`src/rtl/serial_subtractor_if.sv`:
```
`default_nettype none
// ============================================================================
//  Module      : serial_subtractor_if
//  Description : Request/result bundle for the bit-serial subtractor.
//                master drives start/a/b and observes the result; slave is
//                the subtractor itself.
//  Signals     : start  - operation request (sampled only while idle)
//                a, b   - minuend / subtractor operands, WIDTH bits
//                busy   - high while bits are being processed
//                done   - one-cycle completion pulse
//                diff   - registered a - b modulo 2^WIDTH
//                borrow - registered final borrow (a < b unsigned)
//  Revision    : 1.0 - initial release
// ============================================================================
interface serial_subtractor_if #(
    parameter int WIDTH = 8
);
    logic             start;
    logic [WIDTH-1:0] a;
    logic [WIDTH-1:0] b;
    logic             busy;
    logic             done;
    logic [WIDTH-1:0] diff;
    logic             borrow;

    modport master (
        output start, a, b,
        input  busy, done, diff, borrow
    );

    modport slave (
        input  start, a, b,
        output busy, done, diff, borrow
    );
endinterface
`default_nettype wire

```
`src/rtl/serial_subtractor.sv`:
```
`default_nettype none
// ============================================================================
//  Module      : serial_subtractor
//  Description : Bit-serial unsigned subtractor. An accepted start captures
//                a and b; one full-subtractor stage then consumes one bit per
//                cycle, LSB first, for WIDTH cycles. The result and final
//                borrow are published on the completing edge together with a
//                one-cycle done pulse.
//  Ports       : clk   - clock, rising edge
//                rst_n - asynchronous active-low reset
//                bus   - serial_subtractor_if.slave (start, a, b, busy, done,
//                        diff, borrow)
//  Parameters  : WIDTH - operand width in bits (2..32)
//  Revision    : 1.0 - initial release
// ============================================================================
module serial_subtractor #(
    parameter int WIDTH = 8
) (
    input  wire logic            clk,
    input  wire logic            rst_n,
    serial_subtractor_if.slave   bus
);

    localparam int CNT_W = $clog2(WIDTH + 1);

    // Encoding chosen so busy is state bit 0 and done is state bit 1:
    // both outputs come straight from flip-flops with no decode logic.
    localparam logic [1:0] S_IDLE = 2'b00;
    localparam logic [1:0] S_RUN  = 2'b01;
    localparam logic [1:0] S_DONE = 2'b10;

    logic [1:0]       r_state;
    logic [1:0]       w_state_next;

    logic [WIDTH-1:0] r_a;
    logic [WIDTH-1:0] r_b;
    logic [WIDTH-1:0] r_res;
    logic [WIDTH-1:0] r_diff;
    logic             r_br;
    logic             r_borrow;
    logic [CNT_W-1:0] r_count;

    logic             w_d;
    logic             w_br_next;
    logic             w_last;
    logic [WIDTH-1:0] w_res_next;

    // One full-subtractor stage on the current LSBs.
    assign w_d        = r_a[0] ^ r_b[0] ^ r_br;
    assign w_br_next  = (~r_a[0] & r_b[0]) | (~(r_a[0] ^ r_b[0]) & r_br);
    // Result bits enter at the MSB so that after WIDTH shifts bit 0 is LSB.
    assign w_res_next = {w_d, r_res[WIDTH-1:1]};
    // Counter holds the number of bits already processed.
    assign w_last     = (r_count == CNT_W'(WIDTH - 1));

    // ------------------------------------------------------------------
    // State register
    // ------------------------------------------------------------------
    always_ff @(posedge clk or negedge rst_n) begin
        if (!rst_n) begin
            r_state <= S_IDLE;
        end else begin
            r_state <= w_state_next;
        end
    end

    // ------------------------------------------------------------------
    // Next-state logic
    // ------------------------------------------------------------------
    always_comb begin
        w_state_next = r_state;
        case (r_state)
            S_IDLE:  if (bus.start) w_state_next = S_RUN;
            S_RUN:   if (w_last)    w_state_next = S_DONE;
            S_DONE:                 w_state_next = S_IDLE;
            default:                w_state_next = S_IDLE;
        endcase
    end

    // ------------------------------------------------------------------
    // Outputs
    // ------------------------------------------------------------------
    always_comb begin
        bus.busy   = r_state[0];
        bus.done   = r_state[1];
        bus.diff   = r_diff;
        bus.borrow = r_borrow;
    end

    // ------------------------------------------------------------------
    // Datapath
    // ------------------------------------------------------------------
    always_ff @(posedge clk or negedge rst_n) begin
        if (!rst_n) begin
            r_a      <= '0;
            r_b      <= '0;
            r_res    <= '0;
            r_br     <= 1'b0;
            r_count  <= '0;
            r_diff   <= '0;
            r_borrow <= 1'b0;
        end else begin
            case (r_state)
                S_IDLE: begin
                    if (bus.start) begin
                        r_a     <= bus.a;
                        r_b     <= bus.b;
                        r_br    <= 1'b0;
                        r_count <= '0;
                    end
                end
                S_RUN: begin
                    r_a     <= {1'b0, r_a[WIDTH-1:1]};
                    r_b     <= {1'b0, r_b[WIDTH-1:1]};
                    r_res   <= w_res_next;
                    r_br    <= w_br_next;
                    r_count <= r_count + CNT_W'(1);
                    // Published result changes only on the completing edge.
                    if (w_last) begin
                        r_diff   <= w_res_next;
                        r_borrow <= w_br_next;
                    end
                end
                default: begin
                end
            endcase
        end
    end

endmodule
`default_nettype wire

```
`src/flat_wrapper.sv`:
```
// flat-port wrapper written by rule: the top's interface ports become plain ports
module serial_subtractor_flat 
#(
    parameter int WIDTH = 8
)
  (clk, rst_n, bus_start, bus_a, bus_b, bus_busy, bus_done, bus_diff, bus_borrow);
  serial_subtractor_if #(.WIDTH(WIDTH)) bus_i ();
  input  wire logic clk;
  input  wire logic rst_n;
  input wire logic [$bits(bus_i.start)-1:0] bus_start;
  input wire logic [$bits(bus_i.a)-1:0] bus_a;
  input wire logic [$bits(bus_i.b)-1:0] bus_b;
  output wire logic [$bits(bus_i.busy)-1:0] bus_busy;
  output wire logic [$bits(bus_i.done)-1:0] bus_done;
  output wire logic [$bits(bus_i.diff)-1:0] bus_diff;
  output wire logic [$bits(bus_i.borrow)-1:0] bus_borrow;
  assign bus_i.start = bus_start;
  assign bus_i.a = bus_a;
  assign bus_i.b = bus_b;
  assign bus_busy = bus_i.busy;
  assign bus_done = bus_i.done;
  assign bus_diff = bus_i.diff;
  assign bus_borrow = bus_i.borrow;
  serial_subtractor #(.WIDTH(WIDTH)) u_core (.clk(clk), .rst_n(rst_n), .bus(bus_i));
endmodule
```
`config.mk`:
```
export PLATFORM = sky130hd
export DESIGN_NAME = serial_subtractor_flat
export DESIGN_NICKNAME = d
export VERILOG_FILES = /design/src/rtl/serial_subtractor_if.sv /design/src/rtl/serial_subtractor.sv /design/src/flat_wrapper.sv
export SDC_FILE = /design/constraint.sdc
export NUM_CORES = 1
export LEC_CHECK = 0
export CORE_MARGIN = 3
export CORE_UTILIZATION = 35
export DETAILED_ROUTE_END_ITERATION = 7
export HOLD_SLACK_MARGIN = 0.15
export PLACE_DENSITY = 0.59
export SYNTH_ARGS = -nofsm -noshare
export SYNTH_HDL_FRONTEND = slang
export SYNTH_SLANG_ARGS = --single-unit
```
`constraint.sdc`:
```
create_clock -name clk -period 1.7 [get_ports clk]
set_input_delay 0.34 -clock clk [delete_from_list [all_inputs] [get_ports clk]]
set_output_delay 0.34 -clock clk [all_outputs]
set_load 0.01 [all_outputs]
```
======== Word-level counts from Yosys, hierarchy flattened ========
Index checks and enable logic that the tools add are counted.
storage, ports and cells
  register bits after elaboration ......... 40
  bits in latches ......................... 0
  memory bits (writable) .................. 0
  memory bits (read-only) ................. 0
  input bits .............................. 19
  output and inout bits ................... 11
  logic and storage cells ................. 36
  memories kept ........................... 0
operators by class
  add/sub/neg operators ................... 1
  multiply operators ...................... 0
  divide/modulo/power cells ............... 0
  magnitude comparators ................... 0
  eq/ne operators ......................... 4
  shift-type cells ........................ 0
  muxes and demuxes ....................... 11
  bitwise operators ....................... 7
  reductions and logical operators ........ 5
operator list
  cell                                                                    number
  8-bit case mux with 2 select lines                                      2
  8-bit two-way mux                                                       2
  4-bit case mux with 2 select lines                                      1
  2-bit AND reduction                                                     3
  4-bit by 1-bit adder with 4-bit output (second input constant)          1
  4-bit by 3-bit equality test with 1-bit output (second input constant)  1
  2-bit two-way mux                                                       2
  4-bit two-way mux                                                       1
  2-bit case mux with 2 select lines                                      1
  1-bit bitwise AND                                                       2
  2-bit by 1-bit equality test with 1-bit output (second input constant)  1
  2-bit zero test                                                         1
  2-bit by 1-bit != test with 1-bit output (second input constant)        1
  2-bit != test (second input constant)                                   1
  1-bit NOT                                                               2
  1-bit case mux with 2 select lines                                      1
  2-bit nonzero test                                                      1
  1-bit XOR                                                               2
  1-bit two-way mux                                                       1
  1-bit bitwise OR                                                        1

======== Logic depth before layout (Yosys ltp) ========
Gate-level depths: netlist of the first run.
  depth after elaboration ................. 5
  mapped depth ............................ 5
  gate-level depth less buffers ........... 4

======== Worst setup path after synthesis of the first run ========
Ideal clock, no wire load.
  path kind ............................... reg-to-reg
  start point ............................. register u_core.r_state[1]
  end point ............................... register u_core.r_diff[0], in the netlist u_core.bus.diff[0]
  setup time .............................. 0.125 ns
  arrival ................................. 1.343 ns
  required time ........................... 1.575 ns
  path slack .............................. 0.233 ns
  cell stages (with the launch flop) ...... 4
  path buffers ............................ 0
  clock period less this slack ............ 1.467 ns
  cells stage by stage .................... dfrtp_1 nand2b_1 nor3_4 mux2_2
on the way
  word-level cells in the longest chain between the ends .. 2
ends and longest elaborated chain
  element                                         line                      RTL
  start, declared                                 serial_subtractor.sv:32   logic [1:0] r_state;
  start signal, assigned                          serial_subtractor.sv:63   r_state <= w_state_next;
  2-bit by 1-bit equality test with 1-bit output  serial_subtractor.sv:103  case (r_state)
  2-bit AND reduction (no source line)            -
  end signal, assigned                            serial_subtractor.sv:120  r_diff <= w_res_next;
  end, declared                                   serial_subtractor.sv:38   logic [WIDTH-1:0] r_diff;
No other way between the ends.
A chain may end at the register's enable or synchronous reset.

======== Worst setup path in the final report of the first run ========
  start point ............................. register u_core.r_state[0]
  end point ............................... output bus_busy
RTL lines
  element        line                RTL
  end, declared  flat_wrapper.sv:13  output wire logic [$bits(bus_i.busy)-1:0] bus_busy;
No word-level cell between the ends.

==> metrics.txt, run 1 <==
outcome finished clean; yosys warns 0; final setup fails 0; FP Rows 24; Clock Skews 0.00491 ns; CTS tree yes; CP required 1.36 ns; worst slew pin tran 0.489 ns; Syn Inst Count 166; Core Area 4560 µm²; Max-Slew Margin vs Limit 67.4%; number of synthesized flops with an enable pin 0; HPWL after DPL 2540 µm; cell area power density 1680 nW/µm²; total iterations of the first detailed-routing run 4; Post-Syn Area 1740 µm²; Synth async-reset ratio 100%; Lkg Pwr 0.992 nW; largest net degree at the start of global routing 40; Peak VDD IR 0.000862 V; MaxCap Viol Count 0; slowest cell on the critical path clkdlybuf4s50_1; DIE HEIGHT 76.4 µm; Max Fclk 651 MHz; Worst Setup Start Kind flip-flop; crit end category output pin; largest cells by area after synthesis dfrtp_1, nand2_1, nor2b_1; RSZ-0062 raised after global routing false; Mean Syn Cell Area 10.5 µm²; Area Overhead vs Synth 29.6%; CP max stage delay 0.54 ns; number of CTS-inserted buffers 5; synth unique cells 23; Critical path buffers and inverters 1; GP Congestion 0.729; Clk Latency, worst-skew pair 0.28 ns; ANT cells 0; Final Util 49.3%; vias per cell 4.86; most common cell in the netlist dfrtp_1; first-pass GRT wire length 6730 µm; I/O Pins 30; post-synth top area share 56.2%; worst min-delay path category reg2reg; WP data arrival 1.20 ns; synth cell count leaders dfrtp_1, nand2_1, o21ai_0; Initial Utilization 38.0%; Root Driver clkbuf_8; ordered list of cells on the worst path clkdlybuf4s50_1; clk slew on worst S/H paths 0.07 ns; vias in the first global route 1404; number of synthesized register bits 39; fin crit share 90.3%; DIE WIDTH 76.4 µm; Final Critical Period 1.54 ns; Final Slew Violations 0; full die area 5840 µm²; sequential area share after synthesis 56.2%; predominant post-synthesis flop cell dfrtp_1; net count after synthesis 187; via count 1318; clock sink total 39; post-synth top area cell dfrtp_1; Tot GR Track Use 14.0%; CP Max Fanout 3; Hold Fails Final Rpt 0; global route overflow 0; setup TNS 0 ns; crit path kind reg2out; I/O Buffers 29; Antenna Nets Post-Route 0; share of cells above drive strength 1 14.1%; Avg WL per Cell 13.7 µm; Hold WS 0.485 ns; Final Routed Wirelength 3700 µm; DRC 0; clock tree buffer depth 2; initial antenna violation count 0; DRT iter0 DRCs 74; H-tree depth 2; nets@finish 227; delay-heaviest family, CP buffers and inverters
==> worst min-delay path, stage by stage (launching register included) <==
cell     delay, ns
dfrtp_1       0.34
nand2_1       0.05
nand2_1       0.06
==> power by group <==
group          switching [W]  total (W)  internal, W
clock               0.000291   0.000609     0.000318
sequential          0.000267    0.00159      0.00133
combinational       0.000787    0.00158     0.000796
total                0.00135    0.00379      0.00244
==> path summary, 6_finish.rpt <==
kind / from / end / slack [ns] / cells past startpoint
setup / recovery: u_core.r_state[0]$_DFFE_PN0P_ / bus_busy / 0.16 / 1
hold / removal: u_core.r_res[1]$_DFFE_PN0P_ / u_core.r_res[1]$_DFFE_PN0P_ / 0.48 / 2
setup reg to reg: u_core.r_count[0]$_DFFE_PN0P_ / u_core.bus.diff[2]$_DFFE_PN0P_ / 0.21 / 5
hold reg to reg: u_core.r_res[1]$_DFFE_PN0P_ / u_core.r_res[1]$_DFFE_PN0P_ / 0.48 / 2
max in group asynchronous: rst_n / u_core.r_br$_DFFE_PN0P_ / 0.72 / 3
min in group asynchronous: rst_n / u_core.r_a[5]$_DFFE_PN0P_ / 0.64 / 3
==> through the flow <==
step / power (W) / cells / cell area, µm² / worst slack [ns]
after floorplan: 0.00252 / 166 / 1740 / 0.233
after global placement: 0.00313 / 263 / 2150 / 0.121
after detailed placement: 0.00321 / 263 / 2150 / 0.0316
after CTS: 0.00386 / 271 / 2250 / 0.132
after global routing: 0.00414 / 271 / 2250 / 0.0973
final: 0.00379 / 271 / 2250 / 0.164
==> layout make-up <==
type	instances	area (µm²)
multi-input combinational	115	708
fill	436	2310
inverter	3	11.3
clock buffer	6	82.6
timing repair buffer	42	385
tap	65	81.3
sequential	39	976
clock inverter	1	5.00
==> cell families (layout without fill, tap and decap cells) <==
group                      after synthesis  in the layout  synth area share [%]
AOI/OAI and AO/OA                       51             51                  17.4
adders and majority gates                2              2                  1.87
buffers and inverters                   12             52                  2.96
DFF                                     39             39                  56.2
muxes                                   10             10                  6.34
and+or+nand+nor                         52             52                  15.1
==> layer usage <==
| layer | part of all wire [%] | wire length, µm | track usage, % | up-vias |
|---|---|---|---|---|
| met5 | 0 | 0 | 0 | - |
| met3 | 4.7 | 175 | 4.61 | 4 |
| li1 | - | - | - | 659 |
| met4 | 0.67 | 25 | 4.17 | 0 |
| met2 | 46 | 1720 | 21.0 | 27 |
| met1 | 48 | 1780 | 19.3 | 628 |
==> what timing repair did <==
action,4_1_cts,5_1_grt
resized for setup,0,0
hold endpoints to repair,39,0
hold buffers,1,0
buffers inserted,0,0
==> placed cells by master (no fill, tap or decap), drive strengths merged, types with 2 or more instances in the layout <==
| cell | Yosys | final |
|---|---|---|
| mux2i | 2 | 2 |
| nand2 | 29 | 29 |
| mux2 | 8 | 8 |
| dfrtp | 39 | 39 |
| nand2b | 2 | 2 |
| clkdlybuf4s50 | 0 | 28 |
| nor2b | 15 | 15 |
| a22o | 2 | 2 |
| a22oi | 12 | 12 |
| inv | 3 | 3 |
| o21ai | 18 | 18 |
| clkbuf | 6 | 6 |
| buf | 3 | 13 |
| a21oi | 16 | 16 |
| nand3 | 2 | 2 |
| and3b | 2 | 2 |
==> flip-flops by register name (all words and copies together) (netlist names) <==
signal and cells:
u_core.bus.diff 8, u_core.r_a 8, u_core.r_b 8, u_core.r_res 7, u_core.r_count 4, u_core.r_state 2, u_core.bus.borrow 1, u_core.r_br 1
Note: power is estimated with default switching activity, not from simulation.
==> run 2, diff against run 1 <==
--- a/config.mk
+++ b/config.mk
@@ -8,6 +8,7 @@
 export CORE_MARGIN = 3
 export CORE_UTILIZATION = 35
 export DETAILED_ROUTE_END_ITERATION = 7
+export GPL_TIMING_DRIVEN = 1
 export HOLD_SLACK_MARGIN = 0.15
 export PLACE_DENSITY = 0.59
 export SYNTH_ARGS = -nofsm -noshare
==> results of run 2 <==
Same layout as run 1: the final DEF is identical, and so are final timing and power.
==> run 3, diff against run 2 <==
--- a/config.mk
+++ b/config.mk
@@ -7,10 +7,12 @@
 export LEC_CHECK = 0
 export CORE_MARGIN = 3
 export CORE_UTILIZATION = 35
+export CTS_CLUSTER_SIZE = 16
 export DETAILED_ROUTE_END_ITERATION = 7
 export GPL_TIMING_DRIVEN = 1
 export HOLD_SLACK_MARGIN = 0.15
 export PLACE_DENSITY = 0.59
+export RECOVER_POWER = 100
 export SYNTH_ARGS = -nofsm -noshare
 export SYNTH_HDL_FRONTEND = slang
 export SYNTH_SLANG_ARGS = --single-unit
==> metrics.txt, run 3 (same netlist as run 1, synthesis figures left out) <==
final setup fails 0 (unchanged); worst r2r dst u_core.bus.diff[2]$_DFFE_PN0P_; Root Driver clkbuf_8; Place WS 0.0316 ns (unchanged); crit end category output pin; HPWL after DPL 2540 µm (unchanged); Peak VDD IR 0.000859 V (-0.35%); Tot GR Track Use 14.0% (unchanged); delay-heaviest family, CP buffers and inverters; Hold Fails Final Rpt 0 (unchanged); initial antenna violation count 0 (unchanged); Worst Setup Slack, final 0.0955 ns (-0.0686 ns); Worst Hold End u_core.r_res[1]$_DFFE_PN0P_; H-tree depth 2 (unchanged); DRC 0 (unchanged); I/O Pins 30 (unchanged); Avg WL per Cell 13.7 µm (+0.19%); commonest non-fill, non-tap cell in the layout dfrtp_1; Net Sw Power 0.00134 W (-0.20%); total iterations of the first detailed-routing run 4 (unchanged); Core Area 4560 µm² (unchanged); vias per cell 4.87 (+0.23%); cell area power density 1670 nW/µm² (-0.46%); # resized after CTS 0 (unchanged); worst slew pin tran 0.960 ns (+0.471 ns); Final Slew Violations 0 (unchanged); Area Overhead vs Synth 29.1%; global route overflow 0 (unchanged); RSZ-0062 raised after global routing false; CTS tree yes; CP required 1.36 ns (about the same); Hold Path Depth 2 (unchanged); full die area 5840 µm² (unchanged); via count 1321 (+0.23%); cell count after placement 263 (unchanged); GP Congestion 0.729 (unchanged); setup slack, reg-to-reg 0.21 ns (about the same); Worst Setup Start Kind flip-flop; Max-Slew Margin vs Limit 36.0% (-31 points); critical register-to-register path startpoint u_core.r_count[0]$_DFFE_PN0P_; Critical path buffers and inverters 1 (unchanged); Power Internal 0.00241 W (-1.2%); most frequent cells in the layout dfrtp_1, nand2_1, clkdlybuf4s50_1; Clk Latency, worst-skew pair 0.28 ns (about the same); CP Max Fanout 3 (unchanged); Reg power frac 42.4% (+0.3 points); outcome finished clean; worst min-delay path category reg2reg; fillcell total 440 (+0.92%); vias in the first global route 1404 (unchanged); I/O Buffers 29 (unchanged); DIE WIDTH 76.4 µm (unchanged); Lkg Pwr 0.994 nW (+0.17%); clock share of power 16.2% (about the same); WP data arrival 1.26 ns (+0.06 ns); CP max stage delay 0.60 ns (+0.06 ns); Setup Buffers After CTS 0 (unchanged); Max Fclk 623 MHz (-4.3%); setup TNS 0 ns (unchanged); ANT cells 0 (unchanged); Final Routed Wirelength 3710 µm (+0.19%); Initial Utilization 38.0% (unchanged); number of CTS-inserted buffers 5 (unchanged); Switching Fraction 35.8% (+0.23 points); Antenna Nets Post-Route 0 (unchanged); Placed Area 2150 µm² (unchanged); fin cells 271 (unchanged); DRT iter0 DRCs 73 (-1.4%); FP Rows 24 (unchanged); min-delay src u_core.r_res[1]$_DFFE_PN0P_; Final Critical Period 1.60 ns (+0.0686 ns); clk slew on worst S/H paths 0.07 ns (about the same); clock tree buffer depth 2 (unchanged); Reg2Reg Depth 5 (unchanged); final instance area 2240 µm² (-0.39%); nets@finish 227 (unchanged); Gate power share 41.4% (-0.4 points); crit path kind reg2out; clock sink total 39 (unchanged); MaxCap Viol Count 0 (unchanged); largest net degree at the start of global routing 40 (unchanged); Clock Skews 0.00491 ns (+0.0000000300 ns); fin crit share 94.4% (+4.0 points); ordered list of cells on the worst path dlygate4sd3_1; share of cells above drive strength 1 13.6% (-0.49 points); first-pass GRT wire length 6730 µm (unchanged); DIE HEIGHT 76.4 µm (unchanged); slowest cell on the critical path dlygate4sd3_1; Final Util 49.1% (-0.19 points)
run 3: area by class of cell:
type,instances,area (µm²),area share [%]
Clock buffer,6,82.6,3.69
Clock inverter,1,5.00,0.223
Inverter,3,11.3,0.503
Multi-Input combinational cell,115,708,31.6
Sequential cell,39,976,43.6
Tap cell,65,81.3,3.63
Timing Repair Buffer,42,377,16.8
run 3: per-layer routing:
| metal | track usage [%] | wire length (µm) | vias up |
|---|---|---|---|
| li1 | - | - | 658 |
| met1 | 19.3 | 1780 | 630 |
| met2 | 21.0 | 1730 | 29 |
| met3 | 4.61 | 177 | 4 |
| met4 | 4.17 | 25 | 0 |
| met5 | 0 | 0 | - |
run 3: stage by stage:
step | hold slack (ns) | power, W
floorplan | 0.0444 | 0.00252
global placement | 0.416 | 0.00313
detailed placement | 0.429 | 0.00321
CTS | 0.493 | 0.00386
global route | 0.521 | 0.00411
finish | 0.485 | 0.00375
run 3: what timing repair did:
action | in CTS | in global routing
hold endpoints to repair | 39 | 0
endpoints found under the setup margin | 0 | 0
hold buffers | 1 | 0
run 3: worst max path at each step:
stage / from / endpoint / slack [ns] / cells after the start
3_3_place_gp: bus_start / u_core.r_b[7]$_DFFE_PN0P_ / 0.12 / 5
3_5_place_dp: bus_start / u_core.r_b[6]$_DFFE_PN0P_ / 0.03 / 5
2_1_floorplan: u_core.r_state[1]$_DFFE_PN0P_ / u_core.bus.diff[0]$_DFFE_PN0P_ / 0.23 / 3
4_1_cts: u_core.r_state[0]$_DFFE_PN0P_ / bus_busy / 0.13 / 1
6_report: u_core.r_state[1]$_DFFE_PN0P_ / bus_done / 0.1 / 1
5_1_grt: u_core.r_state[1]$_DFFE_PN0P_ / bus_done / 0.05 / 1
run 3: power groups by stage:
stage                     clock [W]  sequential [W]  combinational (W)
final                      0.000609         0.00159            0.00155
after global routing       0.000682         0.00166            0.00177
after CTS                  0.000645         0.00160            0.00162
after detailed placement          0         0.00161            0.00160
after global placement            0         0.00159            0.00154
after floorplan                   0         0.00161           0.000915
